===== src/rtl/keypad_pkg.sv =====
// Shared types and key decode helpers for the 4x4 keypad scanner.
// Optional auto-repeat is enabled in keypad_scanner via KEYPAD_REPEAT_EN.
package keypad_pkg;

    typedef enum logic [2:0] {
        SCAN,
        DEBOUNCE,
        EMIT,
        HOLD,
        RELEASE
    } state_t;

    typedef logic [3:0] key_code_t;

    // Nibble (row*4 + col) holds the key code; digits are their value, A-D are 10-13.
    localparam logic [63:0] KEY_MAP = 64'hDF0E_C987_B654_A321;

    localparam key_code_t KEY_STAR    = 4'hE;
    localparam key_code_t KEY_HASH    = 4'hF;
    localparam key_code_t KEY_OP_BASE = 4'hA;

    localparam logic [1:0] OP_A = 2'd0;
    localparam logic [1:0] OP_B = 2'd1;
    localparam logic [1:0] OP_C = 2'd2;
    localparam logic [1:0] OP_D = 2'd3;

    function automatic logic is_onehot(input logic [3:0] v);
        return (v != 4'd0) && ((v & (v - 4'd1)) == 4'd0);
    endfunction

    function automatic logic [1:0] onehot_index(input logic [3:0] v);
        logic [1:0] idx;
        idx = 2'd0;
        for (int i = 0; i < 4; i++) begin
            if (v[i]) idx = 2'(i);
        end
        return idx;
    endfunction

    function automatic key_code_t decode_key(input logic [3:0] row_oh, input logic [3:0] col_oh);
        logic [5:0] base;
        base = {onehot_index(row_oh), onehot_index(col_oh), 2'b00};
        return KEY_MAP[base +: 4];
    endfunction

    function automatic logic is_digit(input key_code_t k);
        return k <= 4'd9;
    endfunction

    function automatic logic [1:0] op_code(input key_code_t k);
        key_code_t d;
        d = k - KEY_OP_BASE;
        return d[1:0];
    endfunction

endpackage


===== src/rtl/keypad_sync_debounce.sv =====
// Two-flop row synchroniser plus a stable-cycle counter that reports when the
// synchronised rows have matched the target for DEBOUNCE_CNT consecutive cycles.
module keypad_sync_debounce #(
    parameter int DEBOUNCE_CNT = 50000
) (
    input  logic       clk,
    input  logic       rst,
    input  logic [3:0] row,
    input  logic [3:0] target,
    input  logic       enable,
    input  logic       clear,
    output logic [3:0] rs,
    output logic       match,
    output logic       done
);

    localparam int CW = $clog2(DEBOUNCE_CNT) + 1;

    logic [3:0]    meta_reg;
    logic [3:0]    rs_reg;
    logic [CW-1:0] count_reg;

    for (genvar gi = 0; gi < 4; gi++) begin : g_sync
        always_ff @(posedge clk) begin
            if (rst) begin
                meta_reg[gi] <= 1'b0;
                rs_reg[gi]   <= 1'b0;
            end else begin
                meta_reg[gi] <= row[gi];
                rs_reg[gi]   <= meta_reg[gi];
            end
        end
    end

    // Clear wins so every state entry starts from zero.
    always_ff @(posedge clk) begin
        if (rst || clear) begin
            count_reg <= '0;
        end else if (enable && match) begin
            count_reg <= count_reg + 1'b1;
        end
    end

    assign rs    = rs_reg;
    assign match = (rs_reg == target);
    assign done  = enable && match && (count_reg == CW'(DEBOUNCE_CNT - 1));

endmodule


===== src/rtl/keypad_scanner.sv =====
// 4x4 keypad scanner: column scan, debounce, and one-cycle command strobes.
// Define KEYPAD_REPEAT_EN to let held digit keys auto-repeat every REPEAT_CYCLES.
module keypad_scanner
    import keypad_pkg::*;
#(
    parameter int SCAN_DIV      = 1000,
    parameter int DEBOUNCE_CNT  = 50000,
    parameter int REPEAT_CYCLES = 5000000
) (
    input  logic       clk,
    input  logic       rst,
    input  logic [3:0] row,
    output logic [3:0] col,
    output logic [3:0] digit,
    output logic       store_digit,
    output logic       enter,
    output logic       clear,
    output logic       op_valid,
    output logic [1:0] op
);

    localparam int SW = $clog2(SCAN_DIV) + 1;

    if (SCAN_DIV < 2 || DEBOUNCE_CNT < 2 || REPEAT_CYCLES < 2) begin : g_param_check
        $error("keypad_scanner: SCAN_DIV, DEBOUNCE_CNT and REPEAT_CYCLES must be >= 2");
    end

    state_t        state_reg, state_next;
    logic [3:0]    col_reg, col_next;
    logic [3:0]    row_lat_reg, row_lat_next;
    key_code_t     key_reg, key_next;
    logic [SW-1:0] scan_cnt_reg, scan_cnt_next;
    logic [3:0]    digit_reg, digit_next;
    logic [1:0]    op_reg, op_next;
    logic          store_digit_reg, store_digit_next;
    logic          enter_reg, enter_next;
    logic          clear_reg, clear_next;
    logic          op_valid_reg, op_valid_next;

    logic [3:0]    rs;
    logic [3:0]    deb_target;
    logic          deb_enable;
    logic          deb_clear;
    logic          deb_match;
    logic          deb_done;
    logic          repeat_fire;

    // DEBOUNCE waits for the latched row to stay put; RELEASE waits for all rows low.
    assign deb_target = (state_reg == RELEASE) ? 4'd0 : row_lat_reg;
    assign deb_enable = (state_reg == DEBOUNCE) || (state_reg == RELEASE);
    assign deb_clear  = (state_next != state_reg);

    keypad_sync_debounce #(
        .DEBOUNCE_CNT(DEBOUNCE_CNT)
    ) u_sync_debounce (
        .clk   (clk),
        .rst   (rst),
        .row   (row),
        .target(deb_target),
        .enable(deb_enable),
        .clear (deb_clear),
        .rs    (rs),
        .match (deb_match),
        .done  (deb_done)
    );

`ifdef KEYPAD_REPEAT_EN
    localparam int RW = $clog2(REPEAT_CYCLES) + 1;

    logic [RW-1:0] rep_cnt_reg;

    always_ff @(posedge clk) begin
        if (rst || state_reg != HOLD || state_next != HOLD) begin
            rep_cnt_reg <= '0;
        end else begin
            rep_cnt_reg <= rep_cnt_reg + 1'b1;
        end
    end

    // Firing one cycle early lets the EMIT cycle complete the repeat period.
    assign repeat_fire = (state_reg == HOLD) && is_digit(key_reg) &&
                         (rep_cnt_reg == RW'(REPEAT_CYCLES - 2));
`else
    assign repeat_fire = 1'b0;
`endif

    always_ff @(posedge clk) begin
        if (rst) begin
            state_reg       <= SCAN;
            col_reg         <= 4'b0001;
            row_lat_reg     <= 4'd0;
            key_reg         <= 4'd0;
            scan_cnt_reg    <= '0;
            digit_reg       <= 4'd0;
            op_reg          <= OP_A;
            store_digit_reg <= 1'b0;
            enter_reg       <= 1'b0;
            clear_reg       <= 1'b0;
            op_valid_reg    <= 1'b0;
        end else begin
            state_reg       <= state_next;
            col_reg         <= col_next;
            row_lat_reg     <= row_lat_next;
            key_reg         <= key_next;
            scan_cnt_reg    <= scan_cnt_next;
            digit_reg       <= digit_next;
            op_reg          <= op_next;
            store_digit_reg <= store_digit_next;
            enter_reg       <= enter_next;
            clear_reg       <= clear_next;
            op_valid_reg    <= op_valid_next;
        end
    end

    always_comb begin
        state_next       = state_reg;
        col_next         = col_reg;
        row_lat_next     = row_lat_reg;
        key_next         = key_reg;
        scan_cnt_next    = scan_cnt_reg;
        digit_next       = digit_reg;
        op_next          = op_reg;
        store_digit_next = 1'b0;
        enter_next       = 1'b0;
        clear_next       = 1'b0;
        op_valid_next    = 1'b0;

        case (state_reg)
            SCAN: begin
                if (scan_cnt_reg == SW'(SCAN_DIV - 1)) begin
                    scan_cnt_next = '0;
                    if (is_onehot(rs)) begin
                        row_lat_next = rs;
                        key_next     = decode_key(rs, col_reg);
                        state_next   = DEBOUNCE;
                    end else begin
                        col_next = {col_reg[2:0], col_reg[3]};
                    end
                end else begin
                    scan_cnt_next = scan_cnt_reg + 1'b1;
                end
            end
            DEBOUNCE: begin
                if (!deb_match) begin
                    state_next = SCAN;
                    col_next   = {col_reg[2:0], col_reg[3]};
                end else if (deb_done) begin
                    state_next = EMIT;
                end
            end
            EMIT: begin
                state_next = HOLD;
                if (is_digit(key_reg)) begin
                    store_digit_next = 1'b1;
                    digit_next       = key_reg;
                end else if (key_reg == KEY_HASH) begin
                    enter_next = 1'b1;
                end else if (key_reg == KEY_STAR) begin
                    clear_next = 1'b1;
                end else begin
                    op_valid_next = 1'b1;
                    op_next       = op_code(key_reg);
                end
            end
            HOLD: begin
                if (rs == 4'd0) begin
                    state_next = RELEASE;
                end else if (repeat_fire) begin
                    state_next = EMIT;
                end
            end
            RELEASE: begin
                if (!deb_match) begin
                    state_next = HOLD;
                end else if (deb_done) begin
                    state_next = SCAN;
                    col_next   = {col_reg[2:0], col_reg[3]};
                end
            end
            default: begin
                state_next = SCAN;
                col_next   = 4'b0001;
            end
        endcase
    end

    assign col         = col_reg;
    assign digit       = digit_reg;
    assign op          = op_reg;
    assign store_digit = store_digit_reg;
    assign enter       = enter_reg;
    assign clear       = clear_reg;
    assign op_valid    = op_valid_reg;

endmodule


===== config.mk =====
export PLATFORM = sky130hd
export DESIGN_NAME = keypad_scanner
export DESIGN_NICKNAME = d
export VERILOG_FILES = /design/src/rtl/keypad_pkg.sv /design/src/rtl/keypad_sync_debounce.sv /design/src/rtl/keypad_scanner.sv
export SDC_FILE = /design/constraint.sdc
export NUM_CORES = 1
export LEC_CHECK = 0
export CORE_MARGIN = 2
export CORE_UTILIZATION = 45
export DETAILED_ROUTE_END_ITERATION = 12
export PLACE_DENSITY = 0.69
export SYNTH_ARGS = -nofsm -noshare
export SYNTH_HDL_FRONTEND = slang
export SYNTH_SLANG_ARGS = --single-unit

===== constraint.sdc =====
create_clock -name clk -period 4.6 [get_ports clk]
set_input_delay 0.46 -clock clk [delete_from_list [all_inputs] [get_ports clk]]
set_output_delay 0.46 -clock clk [all_outputs]
set_load 0.02 [all_outputs]

* Word-level counts from Yosys, hierarchy flattened
Index checks and enable logic that the tools add are counted.
Storage, ports and cells: flip-flop bits (word level) 61, latch bits 0, RAM bits 0, bits in read-only memories 0, input port bits 6, output and inout port bits 14, logic and storage cells 96, memories kept 0
Cells by class: $add $sub $neg 4, $mul 0, divide/modulo/power cells 0, order comparisons 1, eq/ne operators 15, shift-type cells 1, mux-type cells 32, bitwise gates (word level) 6, reduce and logical (&&, ||, !) cells 17
Operator list (count):
- $shiftx 64x7->4 const A | 1
- $mux 4 | 6
- $mux 3 | 7
- $mux 2 | 10
- $add 17x1->17 const B | 1
- $eq 17x16->1 const B | 1
- $pmux 4 s4 | 1
- $pmux 3 s5 | 1
- $add 11x1->11 const B | 1
- $eq 11x10->1 const B | 1
- $mux 11 | 1
- $ne 2x2->1 const B | 5
- $eq 4x4->1 const B | 2
- $logic_not 4->1 | 2
- $eq 3x2->1 const B | 2
- $mux 1 | 6
- $reduce_and 6->1 | 1
- $not 1->1 | 5
- $and 4x4->4 | 1
- $eq 4x4->1 | 1
- $le 4x4->1 const B | 1
- $reduce_and 4->1 | 1
- $reduce_bool 4->1 | 1
- $reduce_or 2->1 | 2
- 12 further kinds | 15

* Logic depth before layout (Yosys ltp)
depth in word-level cells 10, depth in mapped cells 10, gate-level depth less buffers 10

* Cells and area by module
A second synthesis with hierarchy kept.
Unflattened totals: cell total of the unflattened synthesis 365, area total of the unflattened synthesis 3055.4 um^2
By module, submodules not included:
- keypad_scanner | times used 1, cells an instance 239, area each 1906.8 um^2, seq. area each 720.7 um^2
- keypad_sync_debounce | times used 1, cells an instance 126, area each 1148.6 um^2, seq. area each 500.5 um^2

* Worst setup path before layout
OpenSTA, ideal clock, no wires.
kind reg-to-reg, start point register state_reg[2], end point register u_sync_debounce.count_reg[16], library setup time 0.122 ns, arrival time 2.243 ns, required time 4.478 ns, slack 2.236 ns, stages on the path, launching flop included 9, buffers on the path 2, period minus slack after synthesis 2.364 ns, cells stage by stage dfxtp_1 > buf_4 > or3b_4 > a221oi_4 > o2111ai_1 > nor4b_1 > o32ai_2 > buf_6 > a21oi_1
Between the ends: cells in the longest elaborated chain, start to end 10, elaborated cells between the ends (all ways) 20, those cells by class eq/ne: 6; mux: 9; reduce/logical: 5
Ends and longest elaborated chain:
- start: declaration | line keypad_scanner.sv:28 | state_t state_reg, state_next;
- start signal: assignment | line keypad_scanner.sv:101 | state_reg <= state_next;
- $eq 3x3->1 | line keypad_scanner.sv:49, keypad_scanner.sv:50, keypad_scanner.sv:128
- $mux 4 | line keypad_scanner.sv:49 | assign deb_target = (state_reg == RELEASE) ? 4'd0 : row_lat_reg;
- $eq 4x4->1 | line keypad_sync_debounce.sv:45 | assign match = (rs_reg == target);
- $logic_and 1x1->1 | line keypad_sync_debounce.sv:39, keypad_sync_debounce.sv:46
- $logic_and 1x1->1 | line keypad_sync_debounce.sv:46 | assign done = enable && match && (count_reg == CW'(DEBOUNCE_CNT - 1));
- $mux 3, on equally long branches | line keypad_scanner.sv:175, keypad_scanner.sv:147
- $mux 3, on equally long branches | line keypad_scanner.sv:173, keypad_scanner.sv:144
- $pmux 3 s5 | line keypad_scanner.sv:128 | case (state_reg)
- $ne 3x3->1 | line keypad_scanner.sv:51 | assign deb_clear = (state_next != state_reg);
- $logic_or 1x1->1 | line keypad_sync_debounce.sv:37 | if (rst || clear) begin
- end signal: assignment | line keypad_sync_debounce.sv:40 | count_reg <= count_reg + 1'b1;
- end: declaration | line keypad_sync_debounce.sv:21 | logic [CW-1:0] count_reg;
Several ways; a longest one is shown, not always the timed one. A chain may end at the register's enable or synchronous reset.

* Final worst setup path
start point register state_reg[0], end point register u_sync_debounce.count_reg[12]
Same word-level chain as after synthesis.

==> flow_summary.yaml <==
cells_and_area:
  syn_to_final_growth_pct: 13.4
  fin_area_mm2: 0.00347
  drive_above_1_share_pct: 6.92
  largest_register_ffs: 17
  n_antenna_cell: 0
  mostFrequentLayoutCell: "dfxtp_1"
  layout_common_cells: "61 x dfxtp_1, 44 x nor2_1, 32 x a21oi_1"
  fin_util_pct: 52.0
  nNetsFinal: 399
cts:
  clock-sinks: 61
  cts_resized: 0
  cts_setup_buffers: 0
  clockBufferDepth: 2
  clockRootBuffer: "clkbuf_8"
  cts.hold.buffers_added: 0
  cts_tree: "built"
  clk_latency_ns: 0.34
  cts.clk_slew.worst_paths_ns: 0.07
  numCtsBuffers: 9
  htree_levels: 3
sta:
  max_freq_mhz: 336
  slew_headroom_pct: 28.3
  setup_viol: 0
  skew_ns: 0.0111
  grt_setup_unrepaired: "no"
  tightest_slew_ns: 1.07
  min_period_ns: 2.97
  fin_crit_sh_pct: 64.7
  finalHoldViolCount: 0
  report.final.slew_viol_count: 0
  holdWs_ns: 0.440
  tns_ns: 0
worst_setup_path:
  critical_path_buf_inv_count: 0
  critPathSlowestCell: "o32ai_2"
  critPathCaptureType: "flip-flop"
  start_kind: "flip-flop"
  critPathKind: "flip-flop to flip-flop"
  worstPathCellList: "or3b_4 -> a221oi_4 -> o2111ai_1 -> nor4b_1 -> o32ai_2 -> nor2_1"
  crit_path_max_incr_delay_ns: 0.96
  cp_max_fo: 17
  path_delay_family: "compound AO/OA/AOI/OAI gates"
  required_ns: 4.79
  arrival_ns: 3.16
yosys:
  synth-seq-area-share_pct: 39.9
  synthXorXnorAreaFrac_pct: 3.43
  synth-edff-count: 0
  ys_dominant_reg_cell: "dfxtp_1"
  ys_warn_count: 0
  async_flop_share_pct: 0
  syn_nets: 387
  syn_area_mm2: 0.00306
  ys_types: 49
  syn_avg_cell_area_um2: 8.21
  muxShareOfSynthArea_pct: 3.59
  synth_fa_ha_area_share_pct: 3.27
  synth-compound-area-share_pct: 15.6
  synth_top_family_by_area: "simple AND/OR/NAND/NOR gates"
  yosys-top-cells-area: "dfxtp_1 40%, nor2_1 5.4%, a21oi_1 5.2%, mux2i_1 3.6%, nand2_1 3.3%"
  synth_top_area_cell: "dfxtp_1"
  syn_inst: 373
  ys_ff_latch: 61
  synthSimpleGateAreaFrac_pct: 29.6
  netlist.area_leader.share_pct: 39.9
die:
  fp.coreArea_mm2: 0.00668
  start_util_pct: 45.9
  die_y_um: 86.5
  ios: 20
  die_x_um: 86.5
  dieArea_mm2: 0.00749
  num_rows: 30
worst_hold_path:
  min_path_type: "flip-flop to flip-flop"
run:
  maxCapViolCount: 0
place:
  place.gp.congestion: 0.787
  io_buffers: 19
  placement.cell_area_mm2: 0.00328
  hpwl_um: 4090
routing:
  drt_wl_total_um: 6010
  vias: 2607
  drt_iter0_drc: 154
  post_drt_wl_per_cell_um: 12.8
  route.detailed.drc: 0
  postRouteAntennaNets: 0
  vias_per_cell: 5.55
  drt_pass1_iterations: 4
global_route:
  grt_overflow: 0
  grt_pass1_vias: 2307
  grtUsageTotal_pct: 17.3
  grt_max_degree: 28
  grt_pass1_wl_um: 10300
  antenna_found_initial: 0
pwr:
  p_comb_share_pct: 4.1
  clkPwrFrac_pct: 44.5
  swShare_pct: 22.7
  total_power_w: 0.00106
  p_seq_share_pct: 51.3
  p_per_area_mw_per_mm2: 304
  ir_drop_mv: 0.192
  internal_power_w: 0.000817
  power.leakage_nw: 1.25
  net-switching-power_w: 0.000240
outcome:
  status: "finished clean"
## final timing paths
check                                    startpoint                                    endpoint  cells past startpoint  slack (ns)
max                         state_reg[0]$_SDFF_PP0_  u_sync_debounce.count_reg[12]$_SDFFE_PP0P_                      6        1.63
min          u_sync_debounce.meta_reg[2]$_SDFF_PP0_            u_sync_debounce.rs[2]$_SDFF_PP0_                      1        0.44
max reg2reg                 state_reg[0]$_SDFF_PP0_  u_sync_debounce.count_reg[12]$_SDFFE_PP0P_                      6        1.63
min reg2reg  u_sync_debounce.meta_reg[2]$_SDFF_PP0_            u_sync_debounce.rs[2]$_SDFF_PP0_                      1        0.44
## cell type report
cell class,instances,area (um2)
Fill cell,632,3210
Multi-Input combinational cell,279,1700
Sequential cell,61,1220
Timing Repair Buffer,22,213
Clock buffer,12,145
Tap cell,80,100
Clock inverter,4,47.5
Inverter,12,45.0
## cells in the mapped netlist, drive strengths merged (3+ instances only)
master,n
a211oi,6
a21oi,32
and2,5
and3,3
and4,3
buf,5
clkbuf,16
dfxtp,61
ha,8
inv,12
mux2i,11
nand2,27
nand2b,12
nand3,11
nand4,5
nor2,44
nor2b,12
nor3,12
nor3b,4
nor4,10
nor4b,4
o21ai,22
or2,3
or3,13
xnor2,8
xor2,4
## per-stage QoR
step | cells | worst slack, ns
after floorplan | 373 | 2.24
after global placement | 454 | 1.51
after CTS | 470 | 1.59
after global routing | 470 | 1.32
final | 470 | 1.63
after detailed placement | 454 | 1.46
## logic make-up after synthesis
| family | Yosys count |
|---|---|
| compound gates | 76 |
| xor+xnor | 12 |
| fa+ha+maj | 8 |
| buf+inv | 33 |
| flops | 61 |
| mux | 11 |
| simple gates | 172 |
## per-layer routing
metal  track usage (%)  up-vias  share of wire, %  wire length (um)
met3              5.24       10               3.6               217
li1                  -     1339                 -                 -
met1              22.7     1220                50              2990
met4              7.67        0               1.8               106
met5                 0        -                 0                 0
met2              26.2       38                45              2690
## power by group through the flow
| stage | clock network (W) | registers (W) | logic (W) |
|---|---|---|---|
| floorplan | 0 | 0.000551 | 0.0000353 |
| global placement | 0 | 0.000554 | 0.0000437 |
| detailed placement | 0 | 0.000555 | 0.0000441 |
| CTS | 0.000483 | 0.000542 | 0.0000441 |
| global route | 0.000511 | 0.000543 | 0.0000494 |
| finish | 0.000471 | 0.000543 | 0.0000438 |
Power figures use the tool's default switching activity.
